**src/rtl/i2c_debug_responder.sv**
```systemverilog
// i2c_debug_responder: oversampled I2C target mapping START/ADDR/REGADDR/data/STOP onto a register strobe bus.
module i2c_debug_responder #(
  parameter logic [6:0] DEV_ADDR   = 7'h42,
  parameter int         FILTER_LEN = 3
) (
  input  logic       clk_ik,
  input  logic       rst_ir,
  input  logic       scl_i,
  input  logic       sda_i,
  output logic       sda_oe_o,
  output logic [7:0] reg_addr_ob8,
  output logic [7:0] reg_wdata_ob8,
  output logic       reg_we_o,
  output logic       reg_re_o,
  input  logic [7:0] reg_rdata_ib8,
  output logic       busy_o,
  output logic [7:0] nack_cnt_ob8
);
  typedef enum logic [2:0] {IDLE, ADDRESS, ACK, REGADDR, WRITE, READ} state_t;
  logic [1:0] w_pin, r_m, r_s, r_f, r_d;
  logic [7:0] r_c [2];
  logic       w_rise, w_fall, w_start, w_stop, w_last;
  logic [7:0] w_byte;
  state_t     r_st, r_nxt;
  logic [2:0] r_bits;
  logic [6:0] r_sh;
  logic [7:0] r_tx, r_addr, r_wdata, r_nack;
  logic       r_oe, r_we, r_re, r_busy, r_inc, r_rack;
  assign w_pin = {sda_i, scl_i};
  // bit 0 is SCL, bit 1 is SDA; a level is accepted after FILTER_LEN equal synchronized samples
  always_ff @(posedge clk_ik)
    if (rst_ir) begin
      r_m <= '1;
      r_s <= '1;
      r_f <= '1;
      r_d <= '1;
      r_c <= '{default: '0};
    end else begin
      r_m <= w_pin;
      r_s <= r_m;
      r_d <= r_f;
      for (int k = 0; k < 2; k++)
        if (r_s[k] == r_f[k]) r_c[k] <= '0;
        else if (r_c[k] == 8'(FILTER_LEN - 1)) begin
          r_f[k] <= r_s[k];
          r_c[k] <= '0;
        end else r_c[k] <= r_c[k] + 8'd1;
    end
  assign w_rise  = r_f[0] & ~r_d[0];
  assign w_fall  = ~r_f[0] & r_d[0];
  assign w_start = r_f[0] & r_d[0] & r_d[1] & ~r_f[1];
  assign w_stop  = r_f[0] & r_d[0] & ~r_d[1] & r_f[1];
  assign w_byte  = {r_sh, r_f[1]};
  assign w_last  = r_bits == 3'd7;
  always_ff @(posedge clk_ik)
    if (rst_ir) begin
      r_st    <= IDLE;
      r_nxt   <= IDLE;
      r_bits  <= '0;
      r_sh    <= '0;
      r_tx    <= '0;
      r_addr  <= '0;
      r_wdata <= '0;
      r_nack  <= '0;
      r_oe    <= 1'b0;
      r_we    <= 1'b0;
      r_re    <= 1'b0;
      r_busy  <= 1'b0;
      r_inc   <= 1'b0;
      r_rack  <= 1'b0;
    end else begin
      r_we <= 1'b0;
      r_re <= 1'b0;
      if (r_re) r_tx <= reg_rdata_ib8;
      if (w_stop) begin
        r_st   <= IDLE;
        r_oe   <= 1'b0;
        r_busy <= 1'b0;
      end else if (w_start) begin
        r_st   <= ADDRESS;
        r_bits <= '0;
        r_oe   <= 1'b0;
        r_busy <= 1'b0;
      end else
        case (r_st)
          ADDRESS, REGADDR, WRITE:
            if (w_rise) begin
              r_sh   <= w_byte[6:0];
              r_bits <= r_bits + 3'd1;
              if (w_last) begin
                r_st  <= ACK;
                r_inc <= r_st == WRITE;
                if (r_st == ADDRESS) begin
                  if (w_byte[7:1] == DEV_ADDR) begin
                    r_busy <= 1'b1;
                    r_re   <= w_byte[0];
                    r_nxt  <= w_byte[0] ? READ : REGADDR;
                  end else begin
                    r_st   <= IDLE;
                    r_nack <= (&r_nack) ? r_nack : r_nack + 8'd1;
                  end
                end else begin
                  r_nxt <= WRITE;
                  if (r_st == REGADDR) r_addr <= w_byte;
                  else begin
                    r_wdata <= w_byte;
                    r_we    <= 1'b1;
                  end
                end
              end
            end
          // first fall after the byte pulls SDA low, the second ends the ACK slot
          ACK:
            if (w_fall) begin
              if (!r_oe) r_oe <= 1'b1;
              else begin
                r_st   <= r_nxt;
                r_bits <= '0;
                r_rack <= 1'b0;
                r_oe   <= (r_nxt == READ) ? ~r_tx[7] : 1'b0;
                if (r_inc) r_addr <= r_addr + 8'd1;
              end
            end
          READ:
            if (w_fall) r_oe <= r_rack ? 1'b0 : ~r_tx[7];
            else if (w_rise) begin
              if (!r_rack) begin
                r_tx   <= {r_tx[6:0], 1'b0};
                r_bits <= r_bits + 3'd1;
                r_rack <= w_last;
              end else if (r_f[1]) begin
                r_st   <= IDLE;
                r_rack <= 1'b0;
                r_nack <= (&r_nack) ? r_nack : r_nack + 8'd1;
              end else begin
                r_addr <= r_addr + 8'd1;
                r_re   <= 1'b1;
                r_rack <= 1'b0;
              end
            end
          default: ;
        endcase
    end
  assign sda_oe_o      = r_oe & ~rst_ir;
  assign reg_addr_ob8  = r_addr;
  assign reg_wdata_ob8 = r_wdata;
  assign reg_we_o      = r_we;
  assign reg_re_o      = r_re;
  assign busy_o        = r_busy;
  assign nack_cnt_ob8  = r_nack;
endmodule

```
**config.mk**
```make
export PLATFORM = sky130hd
export DESIGN_NAME = i2c_debug_responder
export DESIGN_NICKNAME = d
export VERILOG_FILES = /design/src/rtl/i2c_debug_responder.sv
export SDC_FILE = /design/constraint.sdc
export NUM_CORES = 1
export LEC_CHECK = 0
export CAP_MARGIN = 20
export CORE_MARGIN = 5
export CORE_UTILIZATION = 40
export CTS_BUF_LIST = sky130_fd_sc_hd__clkbuf_16
export DETAILED_ROUTE_END_ITERATION = 10
export SLEW_MARGIN = 20
export SYNTH_ARGS = -nofsm -noshare
export SYNTH_HDL_FRONTEND = slang
export SYNTH_SLANG_ARGS = --single-unit
export TNS_END_PERCENT = 50
```
**constraint.sdc**
```tcl
create_clock -name clk_ik -period 2 [get_ports clk_ik]
set_input_delay 0.5 -clock clk_ik [delete_from_list [all_inputs] [get_ports clk_ik]]
set_output_delay 0.5 -clock clk_ik [all_outputs]
set_load 0.05 [all_outputs]
```
# == Yosys cells after proc, flatten, opt, wreduce, memory -nomap -nowiden ==
# Cells that the tools add are included.
# classes
add_sub_neg,5
eq_ne,37
muxes,74
bitwise,23
n_reduce_logical,25
# op_table
cell,n
$mux W8,27
$mux W3,18
$add A8 B1 Y8 const B,4
$ne A2 B2 Y1 const B,15
$ne A3 B3 Y1 const B,9
$pmux W8 S3,1
$mux W1,20
$pmux W3 S3,2
$reduce_and A9 Y1,2
$eq A8 B2 Y1 const B,2
$pmux W8 S2,1
$reduce_and A8 Y1,2
$not A1 Y1,15
$reduce_and A14 Y1,1
$reduce_and A7 Y1,2
$eq A3 B3 Y1 const B,4
$reduce_or A3 Y1,4
$reduce_and A11 Y1,1
$reduce_and A5 Y1,2
$and A1 B1 Y1,8
$eq A7 B7 Y1 const B,1
$reduce_or A7 Y1,1
$eq A3 B2 Y1 const B,2
$pmux W1 S2,3
other kinds (13),17
# totals
reg_bits,78
input_bits,12
output_inout_bits,28
elab_cells,186

# == Longest topological paths before layout ==
# Gate-level depths: netlist of the first run.
# logic_depth
depth_word,7
ltp_mapped,8
mapped_depth_nobuf,7

# == Worst setup path after synthesis of the first run ==
# Ideal clock, no wire load.
# synth_timing
path_kind,reg-to-reg
start,register r_nack[0] (netlist: nack_cnt_ob8[0])
end,register r_nack[1] (netlist: nack_cnt_ob8[1])
setup_ps,128
arrival_ps,1974
required_ps,1872
setup_slack_ps,-102
stages_incl_launch_ff,7
path_buffers,0
period_less_slack_ps,2102
cell_sequence,dfxtp_1 > ha_1 > and3_1 > and3_1 > a311oi_4 > mux2i_1 > nor2_1
# synth_via
elab_chain_len,7
elab_cells_between_ends,12
classes_between,1 x add/sub; 10 x mux; 1 x reduce/logical
# synth_lines
item,line,rtl
start: declaration,27,"logic [7:0] r_tx, r_addr, r_wdata, r_nack;"
start signal: assignment,100,r_nack <= (&r_nack) ? r_nack : r_nack + 8'd1;
start signal: assignment,134,r_nack <= (&r_nack) ? r_nack : r_nack + 8'd1;
$add A8 B1 Y8 / $reduce_and A8 Y1 (equally long branches),"100, 134",
$mux W8 (*),"100, 134",
"$mux W8, on equally long branches","131, 94",
"$mux W8, on equally long branches","127, 93",
"$mux W8, on equally long branches","126, 90",
"$mux W8, on equally long branches","125, 87",
$pmux W8 S2 (*),85,case (r_st)
# Mark *: on every way between the ends. The rest lies on a longest branch, timed or not. The select of a mux whose other input is x is not followed.
# A chain may end at the register's enable or synchronous reset.

# == Worst setup path after layout of the first run ==
# layout_timing
start,register r_wdata[3] (netlist: reg_wdata_ob8[3])
end,output port reg_wdata_ob8[3]
# layout_lines
item,line,rtl
start: declaration,27,
start signal: assignment,106,r_wdata <= w_byte;
end: declaration,12,"output logic [7:0] reg_wdata_ob8,"
# No word-level cell between the ends.

==> reports/results.ini, run 1 <==
[setup_path]
rrSetupSlack_ps = 60
required_ps = 1500
worst_setup_path_end_kind = output pin
crit_buf_inv = 1
crit_slowest_cell = clkdlybuf4s50_1
regToRegEndpoint = nack_cnt_ob8[1]$_SDFFE_PP0P_
r2r_start = r_bits[1]$_SDFFE_PP0P_
critical_path_class = register to output pin
worstSetupStartpoint = reg_wdata_ob8[3]$_SDFFE_PP0P_
cp_max_fo = 2
crit_path_end = reg_wdata_ob8[3]
cpLargestDelayFamily = buffers and inverters
reg2reg_depth = 8
arrival_ps = 1460
cp-start-kind = register
crit_path_max_incr_delay_ps = 800
path_cells = clkdlybuf4s50_1
cp_num_cells = 1

[global_routing]
grt_max_degree = 35
grt_first_pass_wirelength_mm = 14.1
grt_overflow = 0
first_global_vias = 2989
grtUsageTotal_pct = 15.3
antenna_found_initial = 0

[sta]
fin_crit_ps = 1960
slew_headroom_pct = 65.5
worst_slew_pin_slew_ps = 512
fmax_ghz = 0.510
slew_viol_final = 0
period_share_pct = 98.0
clock-skew-final_ps = 9.17
hold_violations = 0
setup_violations = 0

[place]
gp_congestion = 0.836
dpl.cell_count = 570
io_buffers = 39
dp_hpwl_mm = 5.95

[yosys]
syn_area_mm2 = 0.00366
seq_area_frac_synth_pct = 42.6
yosysWarnings = 0
synth.area.top_cells = dfxtp_1, mux2i_1, nor2_1
synth_edf_count = 0
syn_inst = 404
synth_top_cell_area_share_pct = 42.6
synth_cell_types = 59
ys_seq_elements = 78
synth_ff_type = dfxtp_1
synth_top_area_cell = dfxtp_1
async_reset_ff_share_pct = 0
syn_nets = 424
syn_area_per_cell_um2 = 9.07

[run]
maxCapViolCount = 0

[drt]
first_pass_iters = 5
drcViolationCount = 0
wirelength_mm = 8.64
drtAntennaViolNets = 0
wire_per_inst_um = 14.7
vias = 3180
drt_iter0_drc = 127
viasPerCell = 5.42

[pwr]
peakVddDrop_v = 0.000340
p_per_area_mw_per_mm2 = 710
p_leak_nw = 1.95

[layout]
diodes = 0
fin_cells = 587
final_layout_size_suffix_gt1_share_pct = 25.2
syn_to_final_growth_pct = 30.1
fin_util_pct = 52.6
nets = 491

[cts]
clk_root_buffer_cell = clkbuf_16
insertion_delay_ps = 340
cts_max_level = 3
clkTransAtPathRegs_ps = 60
cts_tree = built
cts_hold_buf = 0
cts_buffers = 9
clock_sinks = 78
clockBufferDepth = 2

[die]
coreArea_mm2 = 0.00906
io_pins = 40
die_h_um = 106
dieWidth_um = 106
num_rows = 35
die_area_mm2 = 0.0112
start_util_pct = 40.4

[min_path]
min-delay-path-class = register to register

[run_status]
status = finished clean

==> what timing repair did <==
item                                    4_1_cts  5_1_grt
endpoints found under the setup margin        8       41
buffers inserted                              0        1
pin swaps                                     0        4
resized for setup                             6       22
==> synthesized netlist by cell type (6+ instances only) <==
master    instances
xor2_1            9
a21oi_1          18
a211oi_1          9
nor3_1           10
xnor2_1           7
nand3_1          21
clkbuf_1         12
ha_1              8
nand2_1          16
and3_1           14
inv_1            12
dfxtp_1          78
mux2i_1          29
nor2_1           58
or2_2             6
nor3b_1           7
==> layer usage <==
layer	up-vias	wire, um	track usage (%)
li1	1589	-	-
met1	1506	4020	19.7
met2	71	4170	25.2
met3	14	313	3.67
met4	0	133	4.90
met5	-	0	0
==> flip-flops by register name, summed over array words and instances (netlist names) <==
register / flops
reg_addr_ob8: 8
r_bits: 3
r_m: 2
r_nxt: 3
r_f: 2
nack_cnt_ob8: 8
busy_o: 1
reg_we_o: 1
reg_re_o: 1
reg_wdata_ob8: 8
r_c: 16
r_st: 3
r_oe: 1
r_inc: 1
r_rack: 1
r_tx: 8
r_sh: 7
r_d: 2
r_s: 2
==> final cells by class <==
type	count	area (um^2)
clock inverters	7	95.1
flip-flops and latches	78	1570
fillers	832	4300
well taps	111	139
repair buffers	77	651
inverters	12	45.0
multi-input cells	293	2040
clock buffers	9	225
==> power by group <==
part,internal [mW],total [mW],switching (mW)
Sequential,1.56,1.56,0.00222
Combinational,0.0322,0.0695,0.0374
Clock,1.10,1.75,0.657
==> per-stage QoR <==
stage | setup TNS (ps) | hold slack, ps | power [mW] | worst slack (ps) | instance area (um^2)
finish | 0 | 409 | 3.38 | 39.6 | 4770
global placement | -11.4 | 404 | 1.66 | -11.4 | 4340
global route | -180 | 426 | 3.50 | -52.7 | 4770
floorplan | -12.0 | 389 | 1.63 | -12.0 | 3660
detailed placement | -210 | 396 | 1.66 | -45.8 | 4340
CTS | 0 | 411 | 3.43 | 14.4 | 4670
==> worst min-delay path by stage <==
stage                     slack (ps)                end               from  cells after the start
after floorplan                  390  r_s[0]$_SDFF_PP1_  r_m[0]$_SDFF_PP1_                      1
final                            410  r_s[1]$_SDFF_PP1_  r_m[1]$_SDFF_PP1_                      1
after global placement           400  r_s[0]$_SDFF_PP1_  r_m[0]$_SDFF_PP1_                      1
after detailed placement         400  r_s[1]$_SDFF_PP1_  r_m[1]$_SDFF_PP1_                      1
after global routing             430  r_s[0]$_SDFF_PP1_  r_m[0]$_SDFF_PP1_                      1
after CTS                        410  r_s[1]$_SDFF_PP1_  r_m[1]$_SDFF_PP1_                      1
==> cells by family (layout without fill, tap and decap cells) <==
kind of cell	count (synthesis)	in the layout	share of synthesized area [%]
buf+inv	33	105	3.86
fa+ha+maj	8	8	2.73
xor+xnor	16	16	3.83
flops	78	78	42.6
simple gates	170	170	24.6
mux	31	31	8.54
compound gates	68	68	13.8
==> cells in the final DEF (no fill, tap or decap), drive strengths merged, types with 5 or more instances in the layout <==
master         count
a211oi             9
a21o               5
a21oi             18
and3              14
buf               63
clkbuf             9
clkdlybuf4s50     13
dfxtp             78
ha                 8
inv               14
mux2i             29
nand2             16
nand2b             5
nand3             21
nor2              60
nor2b              5
nor3              10
nor3b              7
o21ai              7
o311ai             5
o31ai              5
or2                6
or3                5
xnor2              7
xor2               9
(Power assumes the default switching activity.)
==> run 2: changes to the inputs <==
==> constraint.sdc (replaced) <==
create_clock -name clk_ik -period 2 [get_ports clk_ik]
set_input_delay 0.4 -clock clk_ik [delete_from_list [all_inputs] [get_ports clk_ik]]
set_output_delay 0.4 -clock clk_ik [all_outputs]
set_load 0.05 [all_outputs]
==> reports/results.ini, run 2 (synthesis results as in run 1) <==
[cts]
clkTransAtPathRegs_ps = 60  ; about the same
cts_max_level = 3  ; unchanged
clk_root_buffer_cell = clkbuf_16  ; unchanged
cts_tree = built  ; unchanged
insertion_delay_ps = 330  ; was 340 ps
clockBufferDepth = 2  ; unchanged
cts_hold_buf = 0  ; unchanged
cts_buffers = 9  ; unchanged
clock_sinks = 78  ; unchanged

[layout]
layout_commonest_cell = dfxtp_1  ; unchanged
n_fill_cell = 855  ; was 832
multi_input_area_mm2 = 0.00203  ; was 0.00204 mm^2
diodes = 0  ; unchanged
regArea_mm2 = 0.00157  ; unchanged
post-route-cell-area_mm2 = 0.00477  ; about the same
nets = 494  ; was 491
syn_to_final_growth_pct = 30.2  ; was 30.1%
mostFrequentLayoutCells = dfxtp_1, nor2_1, buf_4, mux2i_1, clkdlybuf4s50_1  ; was dfxtp_1, buf_4, nor2_1, mux2i_1, nand3_1
largest_reg_flops = 16  ; unchanged
regMostFlops = r_c  ; unchanged
final_layout_size_suffix_gt1_share_pct = 21.9  ; was 25.2%

[run_status]
status = finished clean  ; unchanged

[setup_path]
arrival_ps = 1540  ; was 1460 ps
required_ps = 1600  ; was 1500 ps
crit_buf_inv = 1  ; unchanged
crit_path_max_incr_delay_ps = 830  ; was 800 ps
cp_max_fo = 5  ; was 2
crit_slowest_cell = clkdlybuf4s50_1  ; unchanged
worst_setup_path_end_kind = output pin  ; unchanged
cp-start-kind = register  ; unchanged
critical_path_class = register to output pin  ; unchanged
cpLargestDelayFamily = buffers and inverters  ; unchanged
path_cells = clkdlybuf4s50_1  ; unchanged

[place]
postPlaceCellArea_mm2 = 0.00440  ; was 0.00434 mm^2
dp_hpwl_mm = 6.09  ; was 5.95 mm
gp_congestion = 0.821  ; was 0.836
io_buffers = 39  ; unchanged

[sta]
slew_viol_final = 0  ; unchanged
fin_crit_ps = 1940  ; was 1960 ps
hold_violations = 0  ; unchanged
setup_violations = 0  ; unchanged
fmax_ghz = 0.515  ; was 0.510 GHz
rsz0062_at_grt = true
period_share_pct = 97.1  ; was 98.0%
clock-skew-final_ps = 7.23  ; was 9.17 ps
hold_ws_ps = 401  ; was 409 ps
worst_slew_pin_slew_ps = 565  ; was 512 ps
slew_headroom_pct = 61.9  ; was 65.5%

[global_routing]
grtUsageTotal_pct = 15.8  ; was 15.3%
grt_max_degree = 25  ; was 35
antenna_found_initial = 0  ; unchanged
first_global_vias = 3092  ; was 2989
grt_overflow = 0  ; unchanged
grt_first_pass_wirelength_mm = 14.6  ; was 14.1 mm

[pwr]
p_per_area_mw_per_mm2 = 648  ; was 710 mW/mm^2
p_leak_nw = 1.95  ; about the same
peakVddDrop_v = 0.000460  ; was 0.000340 V

[die]
die_area_mm2 = 0.0112  ; unchanged
num_rows = 35  ; unchanged
start_util_pct = 40.4  ; unchanged
io_pins = 40  ; unchanged
coreArea_mm2 = 0.00906  ; unchanged
die_h_um = 106  ; unchanged
dieWidth_um = 106  ; unchanged

[drt]
drt_iter0_drc = 166  ; was 127
drtAntennaViolNets = 0  ; unchanged
first_pass_iters = 4  ; was 5
wirelength_mm = 8.62  ; was 8.64 mm
drcViolationCount = 0  ; unchanged
viasPerCell = 5.34  ; was 5.42
vias = 3149  ; was 3180
wire_per_inst_um = 14.6  ; was 14.7 um

[min_path]
min-delay-path-class = input pin to register  ; was register to register

[run]
maxCapViolCount = 0  ; unchanged

-- run 2: cell count changes in the layout (fill, tap and decap cells not counted), moves of 2 or more --
cell and delta:
inv_6 -2, clkinv_2 +2, o21ai_1 +2, dlymetal6s2s_1 +3, o21ai_0 -2, clkdlybuf4s50_1 +14, clkinvlp_4 +3, buf_4 -14
bufinv_16 -2
-- run 2: metal layers --
metal / GRT usage [%] / share of wire [%]
met5: 0 / 0
met4: 4.63 / 1.2
met3: 4.53 / 3.7
met1: 19.1 / 45
met2: 27.2 / 50
-- run 2: worst paths after layout --
path | cells after the start | endpoint | start | slack (ps)
worst min-delay path | 2 | r_s[0]$_SDFF_PP1_ | rst_ir | 400
worst max-delay path | 1 | reg_addr_ob8[6] | reg_addr_ob8[6]$_SDFFE_PP0P_ | 60
worst min register to register | 1 | r_s[1]$_SDFF_PP1_ | r_m[1]$_SDFF_PP1_ | 410
worst max register to register | 5 | r_nxt[2]$_SDFFE_PP0P_ | r_sh[3]$_SDFFE_PP0P_ | 60
-- run 2: repair_timing --
action / 4_1_cts / 5_1_grt
gates resized for setup: 4 / 27
pin swaps: 0 / 4
setup endpoints to repair: 8 / 32
setup buffers: 0 / 1
-- run 2: where the power goes --
| part | internal (mW) | leakage (nW) | switching [mW] |
|---|---|---|---|
| Clock | 0.828 | 0.125 | 0.632 |
| Sequential | 1.56 | 0.632 | 0.00223 |
| Combinational | 0.0334 | 1.20 | 0.0368 |
-- run 2: metrics by stage --
stage / setup WS, ps / util [%] / total power, mW / TNS (ps) / cells
finish: 57.5 / 52.6 / 3.09 / 0 / 590
global route: -19.6 / 52.6 / 3.20 / -44.2 / 590
CTS: 1.33 / 51.6 / 3.15 / 0 / 589
detailed placement: -70.8 / 48.5 / 1.67 / -378 / 573
global placement: -12.9 / 48.5 / 1.66 / -24.2 / 573
floorplan: 19.6 / - / 1.63 / 0 / 404
-- run 2: area by class of cell --
| cell class | count | share of cell area, % |
|---|---|---|
| flip-flops and latches | 78 | 32.9 |
| multi-input cells | 293 | 42.5 |
| clock inverters | 7 | 0.866 |
| repair buffers | 80 | 15.2 |
| inverters | 12 | 0.944 |
| well taps | 111 | 2.91 |
| clock buffers | 9 | 4.72 |
